--- config.mk ---
export PLATFORM = sky130hd
export DESIGN_NAME = spdif_tx_cs
export DESIGN_NICKNAME = d
export VERILOG_FILES = /design/src/rtl/spdif_tx_cs.sv
export SDC_FILE = /design/constraint.sdc
export NUM_CORES = 1
export LEC_CHECK = 0
export ABC_AREA = 1
export CORE_MARGIN = 10
export CORE_UTILIZATION = 58
export DETAILED_ROUTE_END_ITERATION = 6
export DONT_BUFFER_PORTS = 1
export GPL_TIMING_DRIVEN = 0
export HOLD_SLACK_MARGIN = 0.03
export PLACE_DENSITY = 0.76
export SYNTH_ARGS = -nofsm -noshare
export SYNTH_HDL_FRONTEND = slang
export SYNTH_SLANG_ARGS = --single-unit
export TNS_END_PERCENT = 100
--- constraint.sdc ---
create_clock -name clk -period 2.2 [get_ports clk]
set_input_delay 0.33 -clock clk [delete_from_list [all_inputs] [get_ports clk]]
set_output_delay 0.33 -clock clk [all_outputs]
set_load 0.01 [all_outputs]
--- src/rtl/spdif_tx_cs.sv ---
// spdif_tx_cs: IEC 60958 consumer S/PDIF transmitter with 192-frame
// channel-status blocks, underrun signalling and block-start marker.
module spdif_tx_cs #(
    parameter int WIDTH    = 24,
    parameter int ACC_W    = 16,
    parameter int ACC_STEP = 16026
) (
    input  logic             clk,
    input  logic             rst_n,
    input  logic [WIDTH-1:0] audio_l,
    input  logic [WIDTH-1:0] audio_r,
    input  logic             valid,
    output logic             ack,
    input  logic [23:0]      cs_cfg,
    output logic             spdif,
    output logic             spdif_tick,
    output logic             block_start,
    output logic             underrun
);

    localparam logic [7:0] PRE_B = 8'b11101000;
    localparam logic [7:0] PRE_M = 8'b11100010;
    localparam logic [7:0] PRE_W = 8'b11100100;

    logic [ACC_W-1:0] acc;
    logic [ACC_W:0]   acc_sum;
    logic [6:0]       hb;
    logic [7:0]       frame;
    logic [WIDTH-1:0] smp_l;
    logic [WIDTH-1:0] smp_r;
    logic             v_bit;
    logic [23:0]      cs_q;
    logic             pre_lvl;

    logic             load;
    logic [5:0]       pos;
    logic [4:0]       slot;
    logic [23:0]      payload;
    logic [23:0]      pay_sh;
    logic [7:0]       pre;
    logic             c_bit;
    logic             par;
    logic             pre_bit;
    logic             data_bit;
    logic             spdif_nxt;

    assign acc_sum     = {1'b0, acc} + (ACC_W+1)'(ACC_STEP);
    assign spdif_tick  = acc_sum[ACC_W];
    assign load        = spdif_tick && (hb == 7'd0);
    assign ack         = load && valid;
    assign underrun    = load && !valid;
    assign block_start = load && (frame == 8'd0);

    always_ff @(posedge clk or negedge rst_n) begin
        if (!rst_n) begin
            acc     <= '0;
            hb      <= '0;
            frame   <= '0;
            smp_l   <= '0;
            smp_r   <= '0;
            v_bit   <= 1'b0;
            cs_q    <= '0;
            pre_lvl <= 1'b0;
            spdif   <= 1'b0;
        end else begin
            acc <= acc_sum[ACC_W-1:0];
            if (spdif_tick) begin
                hb    <= hb + 7'd1;
                spdif <= spdif_nxt;
                if (hb == 7'd127)
                    frame <= (frame == 8'd191) ? 8'd0 : frame + 8'd1;
                if (pos == 6'd0)
                    pre_lvl <= spdif;
            end
            if (load) begin
                smp_l <= valid ? audio_l : '0;
                smp_r <= valid ? audio_r : '0;
                v_bit <= !valid;
                if (frame == 8'd0)
                    cs_q <= cs_cfg;
            end
        end
    end

    // Samples are MSB-aligned to slot 27; unused low slots stay zero.
    always_comb begin
        pos      = hb[5:0];
        slot     = pos[5:1];
        payload  = 24'(hb[6] ? smp_r : smp_l) << (24 - WIDTH);
        pay_sh   = payload >> (slot - 5'd4);
        c_bit    = (frame < 8'd24) ? cs_q[frame[4:0]] : 1'b0;
        par      = ^{payload, v_bit, c_bit};
        pre      = hb[6] ? PRE_W : ((frame == 8'd0) ? PRE_B : PRE_M);
        pre_bit  = pre[~pos[2:0]] ^ ((pos == 6'd0) ? spdif : pre_lvl);
        data_bit = pay_sh[0];
        unique case (1'b1)
            (slot == 5'd28): data_bit = v_bit;
            (slot == 5'd29): data_bit = 1'b0;
            (slot == 5'd30): data_bit = c_bit;
            (slot == 5'd31): data_bit = par;
            default:         data_bit = pay_sh[0];
        endcase
        if (slot < 5'd4)
            spdif_nxt = pre_bit;
        else if (!pos[0])
            spdif_nxt = !spdif;
        else
            spdif_nxt = data_bit ? !spdif : spdif;
    end

endmodule

==> results.sh <==
export IMPL_netlist_top_cells_count="346 x nand2_1, 105 x dfrtp_1, 98 x inv_1"
export IMPL_synth_ff_type="dfrtp_1"
export IMPL_synth_edff_count=0
export IMPL_drv_cap=0
export IMPL_grt_pass1_vias=5180
export IMPL_root_buffer="clkbuf_8"
export IMPL_nNetsFinal=936
export IMPL_holdWs_ps=-382
export IMPL_syn_area_um2=5870
export IMPL_cts_buffers=9
export IMPL_antenna_found_initial=0
export IMPL_crit_type="reg2out"
export IMPL_violations="hold timing, setup timing"
export IMPL_drtAntennaViolNets=0
export IMPL_rows=36
export IMPL_drtPass1Iterations=6
export IMPL_slowest_delay_ps=420
export IMPL_die_h_um=121
export IMPL_worst_pin_slew_ps=612
export IMPL_cts_tree="yes"
export IMPL_critical_path_buf_inv_count=3
export IMPL_worstPathCellList="inv_1 > ha_1 > nand4_1 > nor2_2 > nand2_4 > buf_4 > buf_12 > nor2_4"
export IMPL_status="complete, but fails checks"
export IMPL_synthTopCellsByArea="dfrtp_1 45%, nand2_1 22%, inv_1 6.3%, o21ai_0 5.4%, nand3_1 2.6%"
export IMPL_powerDensity_nw_per_um2=515
export IMPL_vias_per_cell=5.48
export IMPL_n_antenna_cell=0
export IMPL_synth_top_area_share=0.448
export IMPL_setup_viol=3
export IMPL_hpwlAfterDp_mm=10.7
export IMPL_io_pins=80
export IMPL_cp_slowest_cell="dfrtp_2"
export IMPL_netlist_instances=811
export IMPL_period_needed_ps=2260
export IMPL_crit_arrival_ps=1930
export IMPL_clock_latency_ps=400
export IMPL_clock_path_buffers=2
export IMPL_synth_largest_area_cell="dfrtp_1"
export IMPL_drc_errors=0
export IMPL_hold_violations=105
export IMPL_portBuffers=0
export IMPL_yosysSeqAreaShare=0.448
export IMPL_overflow=0
export IMPL_crit_family="simple AND/OR/NAND/NOR gates"
export IMPL_ys_ff_latch=105
export IMPL_synth_cell_types=35
export IMPL_start_kind="register"
export IMPL_layout_drive_gt1_share=0.171
export IMPL_fillCellCount=853
export IMPL_critPathRequiredTime_ps=1870
export IMPL_numClockSinks=105
export IMPL_initial_utilization=0.597
export IMPL_slew_violations=0
export IMPL_grt_max_degree=106
export IMPL_syn_area_per_cell_um2=7.23
export IMPL_syn_nets=893
export IMPL_path_max_fanout=4
export IMPL_leakagePower_nw=3.49
export IMPL_ir_drop_mv=0.571
export IMPL_clk_pin_slew_ps=100
export IMPL_yosysMostFrequentCell="nand2_1"
export IMPL_cts_htree_levels=3
export IMPL_wirelength_mm=15.8
export IMPL_finalClockSkew_ps=13.4
export IMPL_hp_class="in2async"
export IMPL_worst_slack_ps=-58.9
export IMPL_place_congestion=0.890
export IMPL_maxSlewHeadroom=0.591
export IMPL_area_delta_synth_final_pct=16.7
export IMPL_num_vias=5440
export IMPL_timing_fmax_ghz=0.443
export IMPL_die_area_um2=14500
export IMPL_core_um2=9820
export IMPL_rsz0062_at_grt="yes"
export IMPL_synthArstFlopShare=1.00
export IMPL_cp_end_kind="output pin"
export IMPL_fin_crit_sh=1.03
export IMPL_grt_usage=0.211
export IMPL_grt_first_pass_wirelength_mm=24.9
export IMPL_final_util=0.697
export IMPL_wl_per_cell_um=15.9
export IMPL_synth_warnings=0
export IMPL_die_x_um=121
export IMPL_total_power_mw=3.52
export IMPL_drt_iter0_markers=539
worst paths after layout:
path                            slack, ps              endpoint         startpoint  depth (start not counted)
worst min register to register        480      acc[4]$_DFF_PN0_   acc[4]$_DFF_PN0_                          1
max in group asynchronous            2430   cs_q[1]$_DFFE_PN0P_              rst_n                          0
worst max-delay path                  -60              underrun  hb[1]$_DFFE_PN0P_                          8
worst min-delay path                 -380  smp_r[8]$_DFFE_PN0P_              rst_n                          0
worst max register to register        120     spdif$_DFFE_PN0P_  hb[2]$_DFFE_PN0P_                         12
min in group clk                       40  cs_q[12]$_DFFE_PN0P_         cs_cfg[12]                          2
cell type report:
type                    instances  area, um^2  area share
clock inverters                 3        23.8     0.00347
clock buffers                  13         169      0.0247
plain buffers                  26         268      0.0391
repair buffers                 35         345      0.0505
well taps                     133         166      0.0243
inverters                     105         419      0.0612
multi-input cells             572        2820       0.412
flip-flops and latches        105        2630       0.385
metrics by stage:
step / cells / hold slack (ps) / setup TNS, ps / worst slack (ps) / cell area [um^2]
after global routing: 992 / -407 / -622 / -164 / 6840
after CTS: 978 / -389 / -370 / -125 / 6520
final: 992 / -382 / -165 / -58.9 / 6840
after detailed placement: 944 / 38.2 / -1880 / -194 / 6030
after global placement: 944 / 38.8 / -338 / -134 / 6030
after floorplan: 811 / 34.4 / 0 / 141 / 5870
flip-flops by register name, indices dropped and copies added, names as in the netlist:
register  cells
acc          15
cs_q         24
frame         8
hb            7
pre_lvl       1
smp_l        24
smp_r        24
spdif         1
v_bit         1
worst reg2reg max path: cells and delay by family, from the launching register on:
family | cells | cell delay (ps)
DFF | 1 | 450
and+or+nand+nor | 10 | 1200
AOI/OAI and AO/OA | 2 | 320
what timing repair did:
action / CTS / global route
resized for setup: 24 / 80
pin swaps: 8 / 18
setup buffers: 16 / 15
cloned: 3 / 2
endpoints found under the hold margin: 105 / 105
endpoints found under the setup margin: 29 / 54
metal layers:
metal,share of wire,global-route usage
met1,0.42,0.262
met4,0.027,0.0641
met3,0.062,0.0530
met5,0,0
met2,0.49,0.353
kinds of logic (layout without fill, tap and decap cells):
| group | Yosys count | after routing | share of synthesized area |
|---|---|---|---|
| simple gates | 432 | 432 | 0.297 |
| fa+ha+maj | 7 | 7 | 0.0149 |
| buf+inv | 134 | 182 | 0.0988 |
| flops | 105 | 105 | 0.448 |
| compound gates | 107 | 107 | 0.102 |
| mux | 1 | 1 | 0.00192 |
| xor+xnor | 25 | 25 | 0.0373 |
where the power goes:
part / total, mW / internal, mW / switching (mW)
Sequential: 2.03 / 2.00 / 0.0355
Combinational: 0.299 / 0.110 / 0.189
Clock: 1.19 / 0.507 / 0.683
placed cells by master (no fill, tap or decap), types with 2 or more instances in the layout:
cell,count
nand2_1,313
dfrtp_1,100
inv_1,96
o21ai_0,60
buf_4,33
nand2_2,32
nor2_1,29
nand3_1,29
xor2_1,15
a21oi_1,13
o21ai_1,12
clkbuf_8,12
buf_6,9
xnor2_1,8
nand4_1,7
ha_1,7
buf_2,6
nor2_2,5
dfrtp_2,5
buf_12,4
nor3_1,4
clkbuf_1,4
nand3_2,4
o211ai_1,4
o21ai_2,4
o2111ai_1,4
buf_8,3
clkinvlp_4,3
nand2_4,3
inv_4,3
inv_2,3
a22o_1,3
bufbuf_16,3
a21oi_2,2
nor2_4,2
nand4_2,2
xor2_2,2
Power figures use the tool's default switching activity.
